**config.mk**
```make
export PLATFORM = sky130hd
export DESIGN_NAME = parallel_alu
export DESIGN_NICKNAME = d
export VERILOG_FILES = /design/src/rtl/parallel_alu.sv
export SDC_FILE = /design/constraint.sdc
export NUM_CORES = 1
export LEC_CHECK = 0
export CAP_MARGIN = 20
export CORE_MARGIN = 1.5
export CORE_UTILIZATION = 43
export CTS_CLUSTER_SIZE = 40
export DETAILED_ROUTE_END_ITERATION = 8
export MAX_ROUTING_LAYER = met4
export PLACE_DENSITY = 0.81
export SYNTH_ARGS = -nofsm -noshare
export SYNTH_HDL_FRONTEND = slang
export SYNTH_SLANG_ARGS = --single-unit
```
**constraint.sdc**
```tcl
create_clock -name clk -period 4 [get_ports clk]
set_input_delay 0.4 -clock clk [delete_from_list [all_inputs] [get_ports clk]]
set_output_delay 0.4 -clock clk [all_outputs]
set_load 0.005 [all_outputs]
```
**src/rtl/parallel_alu.sv**
```systemverilog
// rtl/parallel_alu.sv - 181-style 4-bit ALU with one registered output stage
//
// Purpose: combinational '181 function core (16 logic + 16 arithmetic
// functions selected by S/M, carry-in Pin) followed by a register stage.
// Ports:
//   clk  - rising-edge clock
//   rst  - synchronous active-high reset, clears R/P (and Z)
//   A, B - WIDTH-bit operands
//   S    - 4-bit function select
//   M    - 1 = logic mode, 0 = arithmetic mode
//   Pin  - carry-in (1 = plus one), ignored in logic mode
//   R    - registered result
//   P    - registered per-bit carry-out, P[WIDTH-1] is the final carry
//   Z    - registered zero flag, present only with PARALLEL_ALU_ZERO_FLAG_EN
// Optional feature macro: PARALLEL_ALU_ZERO_FLAG_EN

module parallel_alu #(
    parameter int WIDTH = 4
) (
    input  logic             clk,
    input  logic             rst,
    input  logic [WIDTH-1:0] A,
    input  logic [WIDTH-1:0] B,
    input  logic [3:0]       S,
    input  logic             M,
    input  logic             Pin,
    output logic [WIDTH-1:0] R,
    output logic [WIDTH-1:0] P
`ifdef PARALLEL_ALU_ZERO_FLAG_EN
    ,
    output logic             Z
`endif
);

    logic [WIDTH-1:0] x_term;
    logic [WIDTH-1:0] y_term;
    logic [WIDTH-1:0] r_d, r_q;
    logic [WIDTH-1:0] p_d, p_q;
    logic             carry;

    // Per-bit generate/propagate-style terms shared by both modes.
    always_comb begin
        for (int i = 0; i < WIDTH; i++) begin
            x_term[i] = A[i] | (B[i] & S[0]) | (~B[i] & S[1]);
            y_term[i] = (A[i] & ~B[i] & S[2]) | (A[i] & B[i] & S[3]);
        end
    end

    always_comb begin
        r_d   = '0;
        p_d   = '0;
        carry = Pin;
        if (M) begin
            // Logic mode: no carry chain, carry outputs forced low.
            r_d = ~(x_term ^ y_term);
        end else begin
            // Arithmetic mode: ripple X + Y + Pin, exposing every carry.
            for (int i = 0; i < WIDTH; i++) begin
                r_d[i] = x_term[i] ^ y_term[i] ^ carry;
                p_d[i] = (x_term[i] & y_term[i]) | (x_term[i] & carry) | (y_term[i] & carry);
                carry  = p_d[i];
            end
        end
    end

    always_ff @(posedge clk) begin
        if (rst) begin
            r_q <= '0;
            p_q <= '0;
        end else begin
            r_q <= r_d;
            p_q <= p_d;
        end
    end

    assign R = r_q;
    assign P = p_q;

`ifdef PARALLEL_ALU_ZERO_FLAG_EN
    logic z_d, z_q;

    always_comb begin
        z_d = (r_d == '0);
    end

    always_ff @(posedge clk) begin
        if (rst) begin
            z_q <= 1'b0;
        end else begin
            z_q <= z_d;
        end
    end

    assign Z = z_q;
`endif

endmodule

```
==> impl_results.md <==
* LEAKAGE at 0.3365 nW
* Tmin final at 2.916 ns
* Sequential element share of the synthesized area at 0.2832
* Pins over their slew limit at 0
* Hold violation total from the final report at 0
* DRC Markers at 0
* Initial DRC count at 8
* # clock sinks at 8
* GRT Resource Usage Total at 0.1798
* Number of routed nets with antenna violations at 0
* Diode count at 0
* CP Data Arrival Time at 3.07 ns
* Max-cap viol count at 0
* CP Capture Type: flop
* CP max FO at 4
* Net Sw Frac at 0.2520
* Placed insts at 91
* Vias in the first global route at 441
* Boundary Pins at 24
* Synth warn at 0
* Overflow after GRT at 0
* Vias/cell at 4.915
* Gp weighted congestion at 0.6840
* Die width at 39.27 um
* Clk buf depth at 2
* Worst Setup Path Type: primary input to flop
* Nets at 106
* Part of the power in registers at 0.396
* Post-synth cell types at 16
* Comb pwr share at 0.338
* Maximum resistive drop on vdd at 0.0002790 V
* CTS tree: yes
* Root Buffer: clkbuf_4
* Vias at 462
* Layout area overhead at 45.80%
* DRT Wirelength at 992 um
* Mapped Nets at 80
* Die Y at 39.27 um
* P_sw at 0.05625 mW
* Most common cell after layout, fill and taps aside: clkdlybuf4s50_1
* Postcts setup bufs at 0
* Tcrit/Tclk final at 0.7289
* Critical Path Start Type: primary input
* Final setup fails at 0
* First-pass GRT wire length at 1.780 mm
* Worst Path Required at 4.16 ns
* Clock transition at path regs at 0.05 ns
* Pin count of the biggest net entering global routing at 13
* Non-Filler Instances at 94
* Cell Area, Synth at 565.5 um^2
* Hold Crit Class: primary input to flop
* Layout cells sized above 1 at 0.07500
* Clk pwr share at 0.266
* Status: finished clean
* Cells after Synth at 56
* Post-route cell area at 824.5 um^2
* Post_cts resized at 0
* FMAX at 343.0 MHz
* Input/output buffers at 23
* Total CTS buffers at 3
* Final HPWL DP at 842.5 um
* Site Rows at 12
* WL/cell at 10.55 um
* Detailed Routing Iterations Pass 1 at 2
* Die Area at 1542 um^2
* Pwr dens at 270.7 nW/um^2
* Starting density of the core at 0.4829
* Final Util at 0.7041
* Hold-fix buffers at CTS at 0
* Syn Area/Cell at 10.10 um^2
* Max_slew headroom at 0.7357
* Commonest non-fill, non-tap cells in the layout: 23 x clkdlybuf4s50_1, 8 x dfxtp_1, 8 x nor2b_1
* CP endpoint: R[3]
* Initial antenna violation count at 0
* Setup TNS at 0 ns
* P_int at 0.1669 mW
* Placed Instance Area at 802.0 um^2
* Core area at 1171 um^2
* H-tree levels at 1
* RSZ-0062 raised after global routing: false
* Slew @ Worst Pin at 0.3951 ns
* Critical Path Source: S[1]
* FF+latch count, synth at 8
worst max-delay path, stage by stage:
cell	delay (ns)
clkdlybuf4s50_1	0.50
nor2b_1	0.18
a211oi_1	0.08
fa_1	0.43
fa_1	0.40
inv_1	0.08
fa_1	0.15
inv_1	0.06
fa_1	0.45
nor2b_1	0.13
a211oi_1	0.19
sequential cells by signal (all words and copies together) (netlist names):
register,count
P,4
R,4
synth_stat cells:
library cell / n / area (um^2)
a211o_1: 4 / 35.03
a211oi_1: 6 / 45.04
a21oi_1: 1 / 5.000
and2_1: 3 / 18.77
buf_4: 1 / 7.510
clkbuf_1: 1 / 3.750
dfxtp_1: 8 / 160.2
fa_1: 4 / 80.08
ha_1: 4 / 50.05
inv_1: 3 / 11.26
mux2_4: 3 / 45.04
mux2i_1: 1 / 10.01
nand2_1: 3 / 11.26
nand2b_1: 2 / 12.51
nor2b_1: 8 / 50.05
nor3_1: 4 / 20.02
cells by family (layout without fill, tap and decap cells):
logic type,count (synthesis),in the layout,synth area share
and+or+nand+nor,20,20,0.1991
muxes,4,4,0.09734
AOI/OAI and AO/OA,11,11,0.1504
DFF,8,8,0.2832
adders and majority gates,8,8,0.2301
buffers and inverters,5,29,0.03982
layout make-up:
class,count,area [um^2]
multi-input cells,43,382.9
fillers,104,346.6
repair buffers,23,230.2
flip-flops and latches,8,160.2
clock buffers,3,22.52
well taps,14,17.52
inverters,3,11.26
power groups by stage:
| stage | Clock, mW | Combinational [mW] | Sequential (mW) |
|---|---|---|---|
| 2_1_floorplan | 0 | 0.0368 | 0.0913 |
| 3_3_place_gp | 0 | 0.0750 | 0.0899 |
| 3_5_place_dp | 0 | 0.0766 | 0.0901 |
| 4_1_cts | 0.0636 | 0.0771 | 0.0884 |
| 5_1_grt | 0.0656 | 0.0855 | 0.0891 |
| 6_report | 0.0593 | 0.0754 | 0.0884 |
worst min path at each step:
stage | start | endpoint | slack [ns] | depth (start not counted)
2_1_floorplan | M | R[0] | 0.58 | 2
3_3_place_gp | R[1] | R[1] | 1.10 | 1
3_5_place_dp | R[1] | R[1] | 1.10 | 1
4_1_cts | rst | R[2] | 0.90 | 2
5_1_grt | rst | P[2] | 0.93 | 2
6_report | rst | R[2] | 0.91 | 2
per-layer routing:
| metal | GRT usage | up-vias | share of wire |
|---|---|---|---|
| li1 | - | 243 | - |
| met1 | 0.2107 | 200 | 0.45 |
| met2 | 0.2875 | 19 | 0.47 |
| met3 | 0.08523 | 0 | 0.079 |
| met4 | 0.02586 | 0 | 0 |
| met5 | - | - | 0 |
through the flow:
step	setup slack [ns]	total power, mW	hold WS, ns
finish	1.084	0.2232	0.9080
global route	0.8348	0.2401	0.9282
CTS	1.078	0.2291	0.8966
detailed placement	0.8126	0.1667	1.102
global placement	0.8242	0.1649	1.099
floorplan	1.505	0.1281	0.5840
(Power assumes the default switching activity.)
